<file path="config.mk">
export PLATFORM = sky130hd
export DESIGN_NAME = display_driver_multi
export DESIGN_NICKNAME = d
export VERILOG_FILES = /design/src/rtl/display_pkg.sv /design/src/rtl/alarm_ctrl.sv /design/src/rtl/display_driver_multi.sv
export SDC_FILE = /design/constraint.sdc
export NUM_CORES = 1
export LEC_CHECK = 0
export ABC_AREA = 1
export BUFFER_PORTS_ARGS = -buffer_cell sky130_fd_sc_hd__buf_2
export CORE_AREA = 5 5 102 104
export DETAILED_ROUTE_END_ITERATION = 10
export DIE_AREA = 0 0 107 109
export GPL_ROUTABILITY_DRIVEN = 0
export HOLD_SLACK_MARGIN = 0.15
export PLACE_DENSITY = 0.5
export SLEW_MARGIN = 5
export SYNTH_ARGS = -nofsm -noshare
export SYNTH_HDL_FRONTEND = slang
export SYNTH_HIERARCHICAL = 1
export SYNTH_SLANG_ARGS = --single-unit
</file>
<file path="constraint.sdc">
create_clock -name clock -period 2.3 [get_ports clock]
set_input_delay 0.345 -clock clock [delete_from_list [all_inputs] [get_ports clock]]
set_output_delay 0.345 -clock clock [all_outputs]
set_load 0.03 [all_outputs]
</file>
<file path="src/rtl/display_pkg.sv">
// Shared constants, state encodings and BCD-to-ASCII conversion for the display driver.
package display_pkg;

    localparam logic [7:0] ASCII_ZERO  = 8'h30;
    localparam logic [7:0] ASCII_ONE   = 8'h31;
    localparam logic [7:0] ASCII_TWO   = 8'h32;
    localparam logic [7:0] ASCII_THREE = 8'h33;
    localparam logic [7:0] ASCII_FOUR  = 8'h34;
    localparam logic [7:0] ASCII_FIVE  = 8'h35;
    localparam logic [7:0] ASCII_SIX   = 8'h36;
    localparam logic [7:0] ASCII_SEVEN = 8'h37;
    localparam logic [7:0] ASCII_EIGHT = 8'h38;
    localparam logic [7:0] ASCII_NINE  = 8'h39;
    localparam logic [7:0] ASCII_ERROR = 8'h3A;
    localparam logic [7:0] ASCII_BLANK = 8'h20;

    typedef enum logic [1:0] {F_IDLE, F_LOAD, F_SEND, F_DONE} frame_state_t;
    typedef enum logic [1:0] {A_IDLE, A_RING, A_HOLD} alarm_state_t;

    // Valid BCD digits map to '0'..'9'; codes 10-15 show ':' as an error marker.
    function automatic logic [7:0] bcd_to_ascii(input logic [3:0] digit);
        if (digit <= 4'd9) begin
            return ASCII_ZERO + {4'h0, digit};
        end
        return ASCII_ERROR;
    endfunction

endpackage

</file>
<file path="src/rtl/alarm_ctrl.sv">
// Alarm match register, ring/acknowledge/timeout state machine and ring-second counter.
module alarm_ctrl
    import display_pkg::*;
#(
    parameter int unsigned NUM_DIGITS = 4,
    parameter int unsigned RING_SECS  = 60
) (
    input  logic                    clock,
    input  logic                    reset,
    input  logic                    one_second,
    input  logic                    alarm_enable,
    input  logic                    alarm_off,
    input  logic [4*NUM_DIGITS-1:0] current_time,
    input  logic [4*NUM_DIGITS-1:0] alarm_time,
    output logic                    sound_alarm
);

    localparam int unsigned CW = $clog2(RING_SECS + 1);

    alarm_state_t   state_q;
    logic           match_q;
    logic [CW-1:0]  cnt_q;
    logic           sound_q;
    logic           match_c;
    logic           timeout_c;

    // Full-vector compare gated by the arm bit, and the tick that reaches the ring limit.
    always_comb begin
        match_c   = alarm_enable && (current_time == alarm_time);
        timeout_c = one_second && (cnt_q == CW'(RING_SECS - 1));
    end

    // Alarm FSM: ring on a fresh match, hold until the match period ends; disarm wins over everything.
    always_ff @(posedge clock) begin
        if (reset) begin
            state_q <= A_IDLE;
            match_q <= 1'b0;
            cnt_q   <= '0;
            sound_q <= 1'b0;
        end else begin
            match_q <= match_c;
            if (!alarm_enable) begin
                state_q <= A_IDLE;
                sound_q <= 1'b0;
            end else begin
                case (state_q)
                    A_IDLE: begin
                        if (match_c && !match_q) begin
                            state_q <= A_RING;
                            cnt_q   <= '0;
                            sound_q <= 1'b1;
                        end
                    end
                    A_RING: begin
                        if (alarm_off || timeout_c) begin
                            state_q <= A_HOLD;
                            sound_q <= 1'b0;
                        end else if (one_second && (cnt_q != CW'(RING_SECS))) begin
                            cnt_q <= cnt_q + CW'(1);
                        end
                    end
                    A_HOLD: begin
                        if (!match_c) begin
                            state_q <= A_IDLE;
                        end
                    end
                    default: begin
                        state_q <= A_IDLE;
                        sound_q <= 1'b0;
                    end
                endcase
            end
        end
    end

    assign sound_alarm = sound_q;

endmodule

</file>
<file path="src/rtl/display_driver_multi.sv">
// Streams the selected BCD time value to the LCD as ASCII characters and drives the alarm output.
module display_driver_multi
    import display_pkg::*;
#(
    parameter int unsigned NUM_DIGITS = 4,
    parameter int unsigned RING_SECS  = 60
) (
    input  logic                    clock,
    input  logic                    reset,
    input  logic                    one_second,
    input  logic                    show_a,
    input  logic                    show_new_time,
    input  logic                    alarm_enable,
    input  logic                    alarm_off,
    input  logic [4*NUM_DIGITS-1:0] current_time,
    input  logic [4*NUM_DIGITS-1:0] alarm_time,
    input  logic [4*NUM_DIGITS-1:0] key_buffer_time,
    input  logic                    char_ready,
    output logic                    char_valid,
    output logic [7:0]              char_data,
    output logic [((NUM_DIGITS > 1) ? $clog2(NUM_DIGITS) : 1)-1:0] char_pos,
    output logic                    frame_done,
    output logic                    sound_alarm
);

    localparam int unsigned W    = 4 * NUM_DIGITS;
    localparam int unsigned PW   = (NUM_DIGITS > 1) ? $clog2(NUM_DIGITS) : 1;
    localparam int unsigned LAST = NUM_DIGITS - 1;

    frame_state_t   state_q;
    logic [W-1:0]   src_q;
    logic           blank_q;
    logic [PW-1:0]  pos_q;
    logic           valid_q;
    logic [7:0]     data_q;
    logic           done_q;
    logic           blink_q;

    logic [W-1:0]   src_c;
    logic           blank_c;
    logic [7:0]     first_char_c;
    logic [7:0]     nxt_char_c;
    logic [W-1:0]   shifted_c;
    int unsigned    nxt_idx_c;

    // Source priority and blanking decision sampled when a frame is loaded.
    always_comb begin
        src_c        = show_a ? alarm_time : (show_new_time ? key_buffer_time : current_time);
        blank_c      = show_new_time & ~show_a & ~blink_q;
        first_char_c = blank_c ? ASCII_BLANK : bcd_to_ascii(src_c[W-1 -: 4]);
    end

    // Character for the column after the current one, taken from the frame snapshot.
    always_comb begin
        nxt_idx_c = 0;
        if (32'(pos_q) < LAST) begin
            nxt_idx_c = LAST - 1 - 32'(pos_q);
        end
        shifted_c  = src_q >> (4 * nxt_idx_c);
        nxt_char_c = blank_q ? ASCII_BLANK : bcd_to_ascii(shifted_c[3:0]);
    end

    // Blink phase toggles each second in set mode and rests visible otherwise.
    always_ff @(posedge clock) begin
        if (reset) begin
            blink_q <= 1'b1;
        end else if (!show_new_time) begin
            blink_q <= 1'b1;
        end else if (one_second) begin
            blink_q <= ~blink_q;
        end
    end

    // Frame FSM: snapshot, send one char per accepted handshake, pulse frame_done, repeat.
    always_ff @(posedge clock) begin
        if (reset) begin
            state_q <= F_IDLE;
            src_q   <= '0;
            blank_q <= 1'b0;
            pos_q   <= '0;
            valid_q <= 1'b0;
            data_q  <= '0;
            done_q  <= 1'b0;
        end else begin
            case (state_q)
                F_IDLE: begin
                    state_q <= F_LOAD;
                end
                F_LOAD: begin
                    src_q   <= src_c;
                    blank_q <= blank_c;
                    pos_q   <= '0;
                    data_q  <= first_char_c;
                    valid_q <= 1'b1;
                    state_q <= F_SEND;
                end
                F_SEND: begin
                    if (char_ready) begin
                        if (pos_q == PW'(LAST)) begin
                            valid_q <= 1'b0;
                            done_q  <= 1'b1;
                            state_q <= F_DONE;
                        end else begin
                            pos_q  <= pos_q + PW'(1);
                            data_q <= nxt_char_c;
                        end
                    end
                end
                F_DONE: begin
                    done_q  <= 1'b0;
                    state_q <= F_LOAD;
                end
                default: begin
                    state_q <= F_IDLE;
                end
            endcase
        end
    end

    assign char_valid = valid_q;
    assign char_data  = data_q;
    assign char_pos   = pos_q;
    assign frame_done = done_q;

    alarm_ctrl #(
        .NUM_DIGITS (NUM_DIGITS),
        .RING_SECS  (RING_SECS)
    ) u_alarm_ctrl (
        .clock        (clock),
        .reset        (reset),
        .one_second   (one_second),
        .alarm_enable (alarm_enable),
        .alarm_off    (alarm_off),
        .current_time (current_time),
        .alarm_time   (alarm_time),
        .sound_alarm  (sound_alarm)
    );

endmodule
</file>
==> impl_results.html <==
<table>
<tr><th>Metric</th><th>Value</th></tr>
<tr><th colspan="2">Global route</th></tr>
<tr><td>GR Overflow Total</td><td>0</td></tr>
<tr><td>Vias in the first global route</td><td>about 2800</td></tr>
<tr><td>Largest net degree at the start of global routing</td><td>27</td></tr>
<tr><td>Global-route wire length before repair</td><td>around 13 mm</td></tr>
<tr><td>Tot GR Track Use</td><td>14.38%</td></tr>
<tr><td>Initial antenna violation count</td><td>0</td></tr>
<tr><th colspan="2">Logic synthesis</th></tr>
<tr><td>Post-Synthesis Cells</td><td>approximately 430</td></tr>
<tr><td>Avg Cell Area, Syn</td><td>~6.3 um^2</td></tr>
<tr><td>Simple-gate share of the synthesized area</td><td>between 30 and 40%</td></tr>
<tr><td>Synth cell types</td><td>35</td></tr>
<tr><td>Synthesized cell area</td><td>around 0.0027 mm^2</td></tr>
<tr><td>Synth Area in Adders</td><td>3.660%</td></tr>
<tr><td>Fraction of the mapped netlist area in compound gates</td><td>22.05%</td></tr>
<tr><td>Count of yosys warnings during synthesis</td><td>6</td></tr>
<tr><td>Share of synthesized area occupied by flip-flops and latches</td><td>29.28%</td></tr>
<tr><td>Multiplexer share of the synthesized area</td><td>0%</td></tr>
<tr><td>Yosys reg bits</td><td>40</td></tr>
<tr><td>Main combinational cell family by area after synthesis</td><td>simple AND/OR/NAND/NOR gates</td></tr>
<tr><td>Area share of xor/xnor cells in the synthesized design</td><td>less than 1%</td></tr>
<tr><th colspan="2">Drt</th></tr>
<tr><td>Router iterations before antenna repair</td><td>4</td></tr>
<tr><td>Antenna Violating Nets Remaining</td><td>0</td></tr>
<tr><td>Routed len/inst</td><td>13.55 um</td></tr>
<tr><td>Remaining design rule violation count</td><td>0</td></tr>
<tr><td>Vias after detailed routing</td><td>about 2900</td></tr>
<tr><td>Vias per cell</td><td>between 4 and 5</td></tr>
<tr><td>Total wire length after detailed routing</td><td>8.209 mm</td></tr>
<tr><td>Number of design-rule violations left by the first detailed-router iteration</td><td>130</td></tr>
<tr><th colspan="2">STA</th></tr>
<tr><td>Setup TNS</td><td>0 ps</td></tr>
<tr><td>Final worst path period share</td><td>between 70 and 80%</td></tr>
<tr><td>Post-route minimum period</td><td>between 1500 and 2000 ps</td></tr>
<tr><td>Final Hold Slack</td><td>between 200 and 300 ps</td></tr>
<tr><td>Max_slew headroom</td><td>a little under three fifths</td></tr>
<tr><td>Max-slew violation count</td><td>0</td></tr>
<tr><td>Unrepaired setup endpoints after global routing</td><td>no</td></tr>
<tr><td>Final setup viols</td><td>0</td></tr>
<tr><td>Worst clock skew</td><td>approximately 11 ps</td></tr>
<tr><td>Highest clock frequency the design can meet</td><td>607.4 MHz</td></tr>
<tr><td>Final hold viol count</td><td>0</td></tr>
<tr><td>Worst setup slack after layout</td><td>approximately 650 ps</td></tr>
<tr><td>Transition time at the pin with the least slew margin</td><td>about 660 ps</td></tr>
<tr><th colspan="2">Placed design</th></tr>
<tr><td>Dpl hpwl</td><td>~6.6 mm</td></tr>
<tr><td>Cells after DPL</td><td>598</td></tr>
<tr><td>PortBufs</td><td>66</td></tr>
<tr><td>Worst setup timing slack at the placement stage</td><td>between 400 and 500 ps</td></tr>
<tr><td>Post-DP Area</td><td>roughly 0.0031 mm^2</td></tr>
<tr><th colspan="2">Critical path</th></tr>
<tr><td>Cells along the critical path</td><td>ha_1 &gt; nand4_1 &gt; o21ai_0 &gt; nor2_1 &gt; nand3_1 &gt; nand2_2 &gt; nand2_1 &gt; nand2_1 &gt; a21oi_2</td></tr>
<tr><td>Crit-path max cell delay</td><td>340 ps</td></tr>
<tr><td>Critical Path RT</td><td>between 2000 and 2500 ps</td></tr>
<tr><td>WP buf/inv</td><td>0</td></tr>
<tr><td>Type of the worst setup path</td><td>reg2reg</td></tr>
<tr><td>Highest fanout seen on the critical path</td><td>12</td></tr>
<tr><td>Arrival @ worst endpoint</td><td>1830 ps</td></tr>
<tr><td>Cell seen most often among critical-path stages</td><td>nand2_1</td></tr>
<tr><td>Setup crit start kind</td><td>flip-flop</td></tr>
<tr><td>CP delay by family, top</td><td>simple AND/OR/NAND/NOR gates</td></tr>
<tr><td>CP endpoint kind</td><td>flip-flop</td></tr>
<tr><td>Highest-delay cell along the critical path</td><td>dfxtp_1</td></tr>
<tr><th colspan="2">Finish</th></tr>
<tr><td>Number of nets in the layout</td><td>~560</td></tr>
<tr><td>Most common library cell in the layout ignoring fill and taps</td><td>nand2_1</td></tr>
<tr><td>P&amp;R area growth vs syn</td><td>18.34%</td></tr>
<tr><td>Count of inserted antenna diode cells</td><td>0</td></tr>
<tr><td>Final Core Density</td><td>between 30% and 40%</td></tr>
<tr><td>Most used cells in the layout excluding fill and tap cells</td><td>91 x nand2_1, 66 x buf_2, 57 x inv_1, 46 x a21oi_1, 40 x dfxtp_1</td></tr>
<tr><td>Cell area after layout</td><td>between 0.003 and 0.004 mm^2</td></tr>
<tr><td>Fraction of layout instances using a drive strength above 1</td><td>between 20% and 30%</td></tr>
<tr><td>Non-filler instance count after layout</td><td>606</td></tr>
<tr><th colspan="2">Clocking</th></tr>
<tr><td>Clock slew at the register clock pins of the worst setup and hold paths</td><td>90 ps</td></tr>
<tr><td>Number of clock sinks</td><td>40</td></tr>
<tr><td>Cts bufs inserted</td><td>5</td></tr>
<tr><td>Clock insertion delay at the later pin of the skew report</td><td>about 300 ps</td></tr>
<tr><td>Number of buffers on the longest clock path</td><td>2</td></tr>
<tr><td>Hold-fix buffer count after cts</td><td>0</td></tr>
<tr><td>Clock tree from TritonCTS</td><td>done</td></tr>
<tr><td>Total of cells resized after clock tree synthesis</td><td>0</td></tr>
<tr><td>H-tree depth</td><td>2</td></tr>
<tr><td>Setup bufs post-CTS</td><td>0</td></tr>
<tr><td>CTS root buf</td><td>clkbuf_8</td></tr>
<tr><th colspan="2">Run</th></tr>
<tr><td>Number of maximum-capacitance violations</td><td>0</td></tr>
<tr><th colspan="2">Run status</th></tr>
<tr><td>Run status</td><td>finished clean</td></tr>
<tr><th colspan="2">Floorplan</th></tr>
<tr><td>Chip width</td><td>107 um</td></tr>
<tr><td>Core Area</td><td>approximately 0.0095 mm^2</td></tr>
<tr><td>Die ar.</td><td>0.01166 mm^2</td></tr>
<tr><td>Cell Rows</td><td>36</td></tr>
<tr><td>Vert. Die Dim</td><td>approximately 110 um</td></tr>
<tr><td>Number of I/O pins</td><td>69</td></tr>
<tr><td>Effective utilization at floorplan</td><td>28.92%</td></tr>
<tr><th colspan="2">Power</th></tr>
<tr><td>Power density normalized to cell area</td><td>slightly above 800 mW/mm^2</td></tr>
<tr><td>Pwr Total</td><td>2.604 mW</td></tr>
<tr><td>Leakage Power</td><td>~1.6 nW</td></tr>
<tr><td>Max rail drop VDD</td><td>approximately 260 uV</td></tr>
<tr><th colspan="2">Min path</th></tr>
<tr><td>Hold/Removal Path Class</td><td>in2reg</td></tr>
</table>
==> worst paths after layout <==
| kind | startpoint | endpoint | slack (ps) | cells past startpoint |
|---|---|---|---|---|
| setup / recovery | u_alarm_ctrl/cnt_q[0] | u_alarm_ctrl/cnt_q[5] | 650 | 9 |
| hold / removal | one_second | blink_q | 280 | 2 |
| setup reg to reg | u_alarm_ctrl/cnt_q[0] | u_alarm_ctrl/cnt_q[5] | 650 | 9 |
| hold reg to reg | u_alarm_ctrl/sound_alarm | u_alarm_ctrl/sound_alarm | 460 | 2 |
==> final cells by class <==
type / instances / area (um^2)
inverter: 65 / 246.5
sequential: 40 / 800.8
clock buffer: 5 / 68.82
multi-input combinational: 311 / 1587
fill: 1051 / 6222
timing repair buffer: 68 / 345.3
clock inverter: 3 / 46.29
tap: 114 / 142.6
==> state kept, by name, indices dropped and copies added (netlist names), 2 cells and up <==
name / flops
char_data: 6
char_pos: 2
src_q: 16
state_q: 2
u_alarm_ctrl/cnt_q: 6
u_alarm_ctrl/state_q: 2
==> Yosys cell counts <==
cell type   n  area [um^2]
buf_6       3        33.78
o21ai_2     2        17.52
o211ai_1   12        90.09
o21ai_0    32        160.2
inv_4       1        6.260
ha_1        8        100.1
nand2_1    91        341.6
xnor2_1     3        26.28
inv_2       6        22.52
a22oi_1     1        7.510
or2_1       1        6.260
nor2_1     34        127.6
o21ai_1     7        35.03
nand3b_1    2        15.01
nor3b_1     2        15.01
a21oi_2     3        26.28
o21bai_1    1        7.510
clkinv_1    1        3.750
nor2_2      3        18.77
dfxtp_1    40        800.8
nand4_1     6        37.54
buf_4       4        30.03
inv_1      57        214.0
or2_0       1        6.260
or2_2      14        87.58
nand3_1    25        125.1
nand3_2     2        20.02
nor3_1      6        30.03
a21oi_1    46        230.2
nand2_2     3        18.77
a211oi_1    3        22.52
buf_2       3        15.01
clkbuf_1    7        26.28
a31oi_1     1        6.260
conb_1      1        3.750
==> where the power goes <==
part | total [mW] | internal [mW] | switching, mW | leakage, nW
Clock | 0.610 | 0.327 | 0.283 | 0.0548
Sequential | 0.969 | 0.876 | 0.0931 | 0.328
Combinational | 1.03 | 0.342 | 0.683 | 1.17
Total | 2.60 | 1.55 | 1.06 | 1.56
==> worst reg2reg max path, cell delays in order, from the launching register on <==
cell,delay [ps]
dfxtp_1,340
ha_1,230
nand4_1,90
o21ai_0,80
nor2_1,230
nand3_1,140
nand2_2,220
nand2_1,80
nand2_1,80
a21oi_2,50
==> metal layers <==
metal	global-route usage, %	routed length (um)	vias to the layer above	share of wire [%]
met1	18.96	3946	1312	48
met3	3.197	495	6	6.0
li1	-	-	1518	-
met5	0	0	-	0
met2	23.97	3684	74	45
met4	3.562	82	0	1.0
==> cell families after synthesis <==
logic type,Yosys count
AOI/OAI and AO/OA,108
xor gates and xnor gates,3
adders and majority gates,8
buffers and inverters,82
DFF,40
other,1
and+or+nand+nor,190
Power figures use the tool's default switching activity.
